File: src/rtl/ssd_pkg.sv
// Shared seven-segment definitions: the hex glyph table, the blank code and the
// anode-select helper used by the capture logic and the decoder.
package ssd_pkg;

  localparam int SEG_W = 7;
  localparam int AN_W  = 4;
  localparam int RUN_W = 8;
  localparam int AGE_W = 20;

  // Active-low segments, bit6 = a .. bit0 = g
  localparam logic [SEG_W-1:0] BLANK = 7'b1111111;
  localparam logic [SEG_W-1:0] SEG_0 = 7'b0000001;
  localparam logic [SEG_W-1:0] SEG_1 = 7'b1001111;
  localparam logic [SEG_W-1:0] SEG_2 = 7'b0010010;
  localparam logic [SEG_W-1:0] SEG_3 = 7'b0000110;
  localparam logic [SEG_W-1:0] SEG_4 = 7'b1001100;
  localparam logic [SEG_W-1:0] SEG_5 = 7'b0100100;
  localparam logic [SEG_W-1:0] SEG_6 = 7'b0100000;
  localparam logic [SEG_W-1:0] SEG_7 = 7'b0001111;
  localparam logic [SEG_W-1:0] SEG_8 = 7'b0000000;
  localparam logic [SEG_W-1:0] SEG_9 = 7'b0000100;
  localparam logic [SEG_W-1:0] SEG_A = 7'b0001000;
  localparam logic [SEG_W-1:0] SEG_B = 7'b1100000;
  localparam logic [SEG_W-1:0] SEG_C = 7'b0110001;
  localparam logic [SEG_W-1:0] SEG_D = 7'b1000010;
  localparam logic [SEG_W-1:0] SEG_E = 7'b0110000;
  localparam logic [SEG_W-1:0] SEG_F = 7'b0111000;

  typedef struct packed {
    logic       ok;
    logic [1:0] idx;
  } an_sel_t;

  // The single table both directions are built from.
  function automatic logic [SEG_W-1:0] encode(input logic [3:0] v);
    logic [SEG_W-1:0] s;
    case (v)
      4'h0:    s = SEG_0;
      4'h1:    s = SEG_1;
      4'h2:    s = SEG_2;
      4'h3:    s = SEG_3;
      4'h4:    s = SEG_4;
      4'h5:    s = SEG_5;
      4'h6:    s = SEG_6;
      4'h7:    s = SEG_7;
      4'h8:    s = SEG_8;
      4'h9:    s = SEG_9;
      4'hA:    s = SEG_A;
      4'hB:    s = SEG_B;
      4'hC:    s = SEG_C;
      4'hD:    s = SEG_D;
      4'hE:    s = SEG_E;
      default: s = SEG_F;
    endcase
    return s;
  endfunction

  // Only a single low anode addresses a digit; anything else is not a capture.
  function automatic an_sel_t an_select(input logic [AN_W-1:0] an);
    an_sel_t r;
    r.ok  = 1'b1;
    r.idx = 2'd0;
    case (an)
      4'b1110: r.idx = 2'd0;
      4'b1101: r.idx = 2'd1;
      4'b1011: r.idx = 2'd2;
      4'b0111: r.idx = 2'd3;
      default: r.ok  = 1'b0;
    endcase
    return r;
  endfunction

endpackage

File: src/rtl/ssd_decode.sv
// Combinational inverse of ssd_pkg::encode: exact table match to a hex value,
// with a separate flag for the all-off blank pattern.
module ssd_decode
  import ssd_pkg::*;
(
  input  logic [SEG_W-1:0] seg_i,
  output logic             hit_o,
  output logic             blank_o,
  output logic [3:0]       value_o
);

  always_comb begin
    hit_o   = 1'b0;
    value_o = 4'h0;
    blank_o = (seg_i == BLANK);
    for (int i = 0; i < 16; i++) begin
      if (seg_i == encode(4'(i))) begin
        hit_o   = 1'b1;
        value_o = 4'(i);
      end
    end
  end

endmodule

File: src/rtl/ssd_capture4.sv
// Recovers four hex digits from a multiplexed active-low seven-segment bus by
// sampling each anode/segment pattern once it has been stable long enough.
module ssd_capture4
  import ssd_pkg::*;
#(
  parameter int unsigned STABLE_CYCLES = 4,
  parameter int unsigned TIMEOUT       = 524288
) (
  input  logic             clk,
  input  logic             rst,
  input  logic [SEG_W-1:0] abcdefg,
  input  logic [AN_W-1:0]  an,
  output logic [3:0]       digit0,
  output logic [3:0]       digit1,
  output logic [3:0]       digit2,
  output logic [3:0]       digit3,
  output logic [3:0]       mode,
  output logic [3:0]       valid,
  output logic             err,
  output logic             frame
);

  localparam logic [RUN_W-1:0] STABLE_W  = RUN_W'(STABLE_CYCLES);
  localparam logic [AGE_W-1:0] TIMEOUT_W = AGE_W'(TIMEOUT);
  localparam logic [RUN_W-1:0] RUN_MAX   = {RUN_W{1'b1}};

  logic [AN_W-1:0]        an_q;
  logic [SEG_W-1:0]       seg_q;
  logic [AN_W+SEG_W-1:0]  prev_q;
  logic [RUN_W-1:0]       run_q, run_d;
  logic [3:0][3:0]        digit_q, digit_d;
  logic [3:0]             mode_q, mode_d;
  logic [3:0]             valid_q, valid_d;
  logic                   err_q, err_d;
  logic                   frame_q, frame_d;
  logic [3:0]             seen_q, seen_d;
  logic [3:0][AGE_W-1:0]  age_q, age_d;

  logic                   changed;
  logic                   fire;
  an_sel_t                sel;
  logic [3:0]             cap_mask;
  logic                   dec_hit, dec_blank;
  logic [3:0]             dec_value;

  ssd_decode u_decode (
    .seg_i   (seg_q),
    .hit_o   (dec_hit),
    .blank_o (dec_blank),
    .value_o (dec_value)
  );

  // The run counter value for the current cycle; it restarts on any change of
  // the registered pins and saturates so long idle periods cannot wrap.
  always_comb begin
    changed = ({an_q, seg_q} != prev_q);
    if (changed)
      run_d = RUN_W'(1);
    else if (run_q == RUN_MAX)
      run_d = RUN_MAX;
    else
      run_d = run_q + RUN_W'(1);
  end

  // Guard against refiring while saturated when STABLE_CYCLES is the maximum.
  assign fire     = (run_d == STABLE_W) && (changed || (run_q != STABLE_W));
  assign sel      = an_select(an_q);
  assign cap_mask = (fire && sel.ok) ? (4'b0001 << sel.idx) : 4'b0000;

  always_comb begin
    digit_d = digit_q;
    mode_d  = mode_q;
    valid_d = valid_q;
    age_d   = age_q;
    err_d   = 1'b0;
    for (int i = 0; i < 4; i++) begin
      if (cap_mask[i]) begin
        age_d[i] = '0;
        if (dec_hit) begin
          digit_d[i] = dec_value;
          mode_d[i]  = 1'b1;
          valid_d[i] = 1'b1;
        end else if (dec_blank) begin
          mode_d[i]  = 1'b0;
          valid_d[i] = 1'b1;
        end else begin
          valid_d[i] = 1'b0;
          err_d      = 1'b1;
        end
      end else if (age_q[i] != TIMEOUT_W) begin
        age_d[i] = age_q[i] + AGE_W'(1);
        if (age_d[i] == TIMEOUT_W)
          valid_d[i] = 1'b0;
      end
    end
  end

  // A full mask is reported one cycle later; captures in that cycle start the
  // next frame instead of being lost.
  always_comb begin
    frame_d = &seen_q;
    seen_d  = ((&seen_q) ? 4'b0000 : seen_q) | cap_mask;
  end

  always_ff @(posedge clk) begin
    if (rst) begin
      an_q    <= 4'b1111;
      seg_q   <= BLANK;
      prev_q  <= {4'b1111, BLANK};
      run_q   <= RUN_W'(1);
      digit_q <= '0;
      mode_q  <= '0;
      valid_q <= '0;
      err_q   <= 1'b0;
      frame_q <= 1'b0;
      seen_q  <= '0;
      age_q   <= '0;
    end else begin
      an_q    <= an;
      seg_q   <= abcdefg;
      prev_q  <= {an_q, seg_q};
      run_q   <= run_d;
      digit_q <= digit_d;
      mode_q  <= mode_d;
      valid_q <= valid_d;
      err_q   <= err_d;
      frame_q <= frame_d;
      seen_q  <= seen_d;
      age_q   <= age_d;
    end
  end

  assign digit0 = digit_q[0];
  assign digit1 = digit_q[1];
  assign digit2 = digit_q[2];
  assign digit3 = digit_q[3];
  assign mode   = mode_q;
  assign valid  = valid_q;
  assign err    = err_q;
  assign frame  = frame_q;

endmodule
File: config.mk
export PLATFORM = sky130hd
export DESIGN_NAME = ssd_capture4
export DESIGN_NICKNAME = d
export VERILOG_FILES = /design/src/rtl/ssd_pkg.sv /design/src/rtl/ssd_decode.sv /design/src/rtl/ssd_capture4.sv
export SDC_FILE = /design/constraint.sdc
export NUM_CORES = 1
export LEC_CHECK = 0
export ABC_AREA = 1
export CAP_MARGIN = 20
export CORE_UTILIZATION = 30
export CTS_BUF_LIST = sky130_fd_sc_hd__clkbuf_8
export CTS_CLUSTER_DIAMETER = 120
export DETAILED_ROUTE_END_ITERATION = 10
export GPL_TIMING_DRIVEN = 0
export PLACE_DENSITY = 0.43
export SLEW_MARGIN = 20
export SYNTH_ARGS = -nofsm -noshare
export SYNTH_HDL_FRONTEND = slang
export SYNTH_HIERARCHICAL = 1
export SYNTH_SLANG_ARGS = --single-unit
File: constraint.sdc
create_clock -name clk -period 1.8 [get_ports clk]
set_input_delay 0.27 -clock clk [delete_from_list [all_inputs] [get_ports clk]]
set_output_delay 0.27 -clock clk [all_outputs]
set_load 0.01 [all_outputs]
==> run_results.csv <==
group,metric,value,unit
outcome,run_status,"finished with violations",
outcome,violations,"setup timing",
global_route,grt_pass1_wl,32440,microns
logic_synthesis,post-synth-top-count-cell,"nand2_1",
detailed_routing,antenna_left,0,
floorplanning,pin_count,39,
worst_setup_path,r2r_slack,-240,ps
power,power_leakage,0.003631,uW
power,ir_worst_vdd,0.0003127,V
timing,finClkSkew,11.02,ps
timing,maxSlewViolCount,0,
power,power_density,657.7,nW/um^2
clocking,clk_latency,440,ps
timing,tightest_slew,686.5,ps
timing,final.period_utilization,1.136,
global_route,grt_max_degree,17,
detailed_routing,num_vias,7032,
floorplanning,core_area,24250,sq um
global_route,antenna_found_initial,0,
worst_setup_path,crit-reg2reg-launch,"run_q[0]",
clocking,cts_buffers,17,
floorplanning,initial_core_util,0.3042,
global_route,overflow,0,
detailed_routing,wl_met1,9722,microns
hold_path,hold_start,"abcdefg[3]",
placed_design,dp_hpwl,14680,microns
logic_synthesis,ys_seq_area_frac,0.3800,
detailed_routing,drt_iter0_drc,370,
worst_setup_path,worstSetupStartpointType,"flop",
timing,holdWs,380.5,ps
layout,multiInputGateArea,4420,sq um
floorplanning,die_h,158.8,microns
worst_setup_path,max_stage_delay,380,ps
detailed_routing,top_layer,"met4",
worst_setup_path,critPathCapture,"digit0[1]",
power,switching_share,0.2576,
detailed_routing,detail_route.first_pass.iterations,5,
floorplanning,fp-row-count,57,
timing,finalHoldViolCount,0,
logic_synthesis,syn_nets,1159,
layout,fillCellCount,2624,
logic_synthesis,synth_edf_count,0,
logic_synthesis,postSynthCellCount,1136,
timing,slew_headroom,0.5423,
detailed_routing,wl_met2,8959,microns
clocking,path_clk_slew,90,ps
layout,layoutNonFillerInstCount,1556,
detailed_routing,wl_met3,637,microns
timing,rsz0062_at_grt,"yes",
placed_design,port_buffers,38,
worst_setup_path,crit_path_end_kind,"flop",
clocking,cts_buffer_depth,2,
logic_synthesis,yosysTopAreaCell,"dfxtp_1",
logic_synthesis,yosys-top-cells-area,"dfxtp_1 (38%), nand2_1 (15%), nor2_1 (13%), inv_1 (6.0%), nand3_1 (5.2%)",
logic_synthesis,syn_area,7376,sq um
logic_synthesis,synth_cell_type_count,32,
placed_design,post_dp_cell_area,8219,sq um
layout,seqCellArea,2854,sq um
layout,finalInstanceArea,9412,sq um
hold_path,hold_class,"in -> reg",
worst_setup_path,timing.rr.end,"digit0[1]",
layout,antenna_cells,0,
logic_synthesis,yosys-top-cells-count,"nand2_1 (295), nor2_1 (249), dfxtp_1 (140)",
layout,drive_above_1_share,0.1948,
timing,max_freq,489.1,MHz
worst_setup_path,crit_path_start,"run_q[0]",
worst_setup_path,worst_ep_arrival_time,2420,ps
clocking,htreeDepth,4,
floorplanning,die_w,158.8,microns
detailed_routing,drt-total-wl,19540,microns
layout,syn2layout_area_growth,27.60,%
worst_setup_path,worstPathMaxFanout,5,
power,power_frac_comb,0.056,
floorplanning,die_area,25220,sq um
worst_setup_path,slowest_stage,"dfxtp_4",
logic_synthesis,synth-main-ff-cell,"dfxtp_1",
timing,setup_viol,107,
power,p_seq_frac,0.517,
global_route,grt_pass1_vias,6658,
timing,final.setup.worst_slack,-244.7,ps
clocking,cts.sinks,140,
power,p_sw,1595,uW
detailed_routing,post_drt_wl_per_cell,12.56,microns
clocking,root_buffer,"clkbuf_8",
worst_setup_path,critPathRequiredTime,2180,ps
logic_synthesis,yosysTopAreaCellShare,0.3800,
worst_setup_path,r2r_cells,14,
clocking,tritoncts,"built",
power,p_int,4595,uW
logic_synthesis,synth.avg_cell_area,6.493,sq um
run,maxCapViolCount,0,
power,clockPowerShare,0.427,
logic_synthesis,synthArstFlopShare,0,
timing,timing.final.crit_period,2045,ps
placed_design,gp_congestion,0.8247,
clocking,ctsHoldBuffers,0,
detailed_routing,viasPerCell,4.519,
logic_synthesis,yosys_warnings,6,
worst_setup_path,path_class,"reg -> reg",
logic_synthesis,ys_seq_elements,140,
layout,nNetsFinal,1242,
detailed_routing,drc_errors,0,
worst_setup_path,crit_chain,"ha_4 -> nand2_4 -> inv_4 -> nor2_4 -> nand2_1 -> nor2_1 -> nand3_1 -> nor3_4 -> buf_12 -> nand3_4 -> nor2_4 -> buf_6 -> o21ai_2 -> nor2_1",
global_route,grt_use_total,0.1592,
placed_design,dp_cells,1498,
-- state kept, by name (all words and copies together) (netlist names) --
signal	count
age_q	80
prev_q	11
run_q	8
seg_q	7
an_q	4
digit0	4
digit1	4
digit2	4
digit3	4
mode	4
seen_q	4
valid	4
err	1
frame	1
-- routing by layer --
layer,vias up,track usage
li1,3767,-
met1,3148,0.2138
met2,104,0.2580
met3,13,0.03187
met4,0,0.04281
met5,-,0
-- cell families after synthesis --
group / share of synthesized area
AND/OR/NAND/NOR: 0.4195
buffers and inverters: 0.07600
flip-flops: 0.3800
AO/OA/AOI/OAI: 0.06599
XOR/XNOR: 0.04156
adder cells (fa/ha/maj): 0.01696
-- worst min-delay path by stage --
stage          slack, ps  cells after the start   endpoint
2_1_floorplan        370                      1    an_q[0]
3_3_place_gp         460                      2  seen_q[1]
3_5_place_dp         460                      1   run_q[0]
4_1_cts              340                      2   seg_q[3]
5_1_grt              350                      2   seg_q[4]
6_report             380                      2   seg_q[3]
-- cell usage in the layout, fill, tap and decap left out, types with 19 or more instances in the layout --
master | Yosys | routed
a21oi_1 | 51 | 36
clkdlybuf4s50_1 | 0 | 38
dfxtp_1 | 140 | 115
inv_1 | 118 | 108
nand2_1 | 295 | 281
nand3_1 | 77 | 73
nand4_1 | 31 | 31
nor2_1 | 249 | 214
nor2_2 | 1 | 24
nor2_4 | 7 | 19
or2_2 | 24 | 23
-- critical path: cells and delay by family (launching register included) --
family,cells,cell delay (ps)
simple gates,9,1000
flops,1,380
compound gates,1,50
buf+inv,3,360
fa+ha+maj,1,170
-- per-stage QoR --
step / utilization / power, uW / TNS [ps] / setup WS (ps)
final: 0.3881 / 6190 / -17030 / -244.7
after global routing: 0.3881 / 6511 / -26170 / -334.8
after CTS: 0.3671 / 6268 / -25780 / -327.3
after detailed placement: 0.3390 / 3565 / -40450 / -496.4
after global placement: 0.3390 / 3567 / -45090 / -536.5
after floorplan: - / 3462 / -4166 / -60.01
-- final cells by class --
cell class                 count  share of cell area
multi-input combinational    855              0.4697
sequential                   140              0.3032
timing repair buffer          66             0.07591
inverter                     126             0.05211
tap                          324             0.04307
clock buffer                  18             0.02632
clock inverter                14             0.01675
buffer                        13             0.01290
-- power by group through the flow --
stage          sequential (uW)  combinational, uW  clock (uW)
2_1_floorplan             3250                209           0
3_3_place_gp              3270                300           0
3_5_place_dp              3270                297           0
4_1_cts                   3200                306        2760
5_1_grt                   3210                390        2910
6_report                  3200                345        2640
-- timing repair --
| action | in CTS | in global routing |
|---|---|---|
| pin swaps | 15 | 33 |
| endpoints found under the hold margin | 0 | 0 |
| gates cloned | 1 | 4 |
| setup endpoints to repair | 109 | 109 |
| resized for setup | 50 | 127 |
| buffers inserted | 12 | 13 |
(Power assumes the default switching activity.)
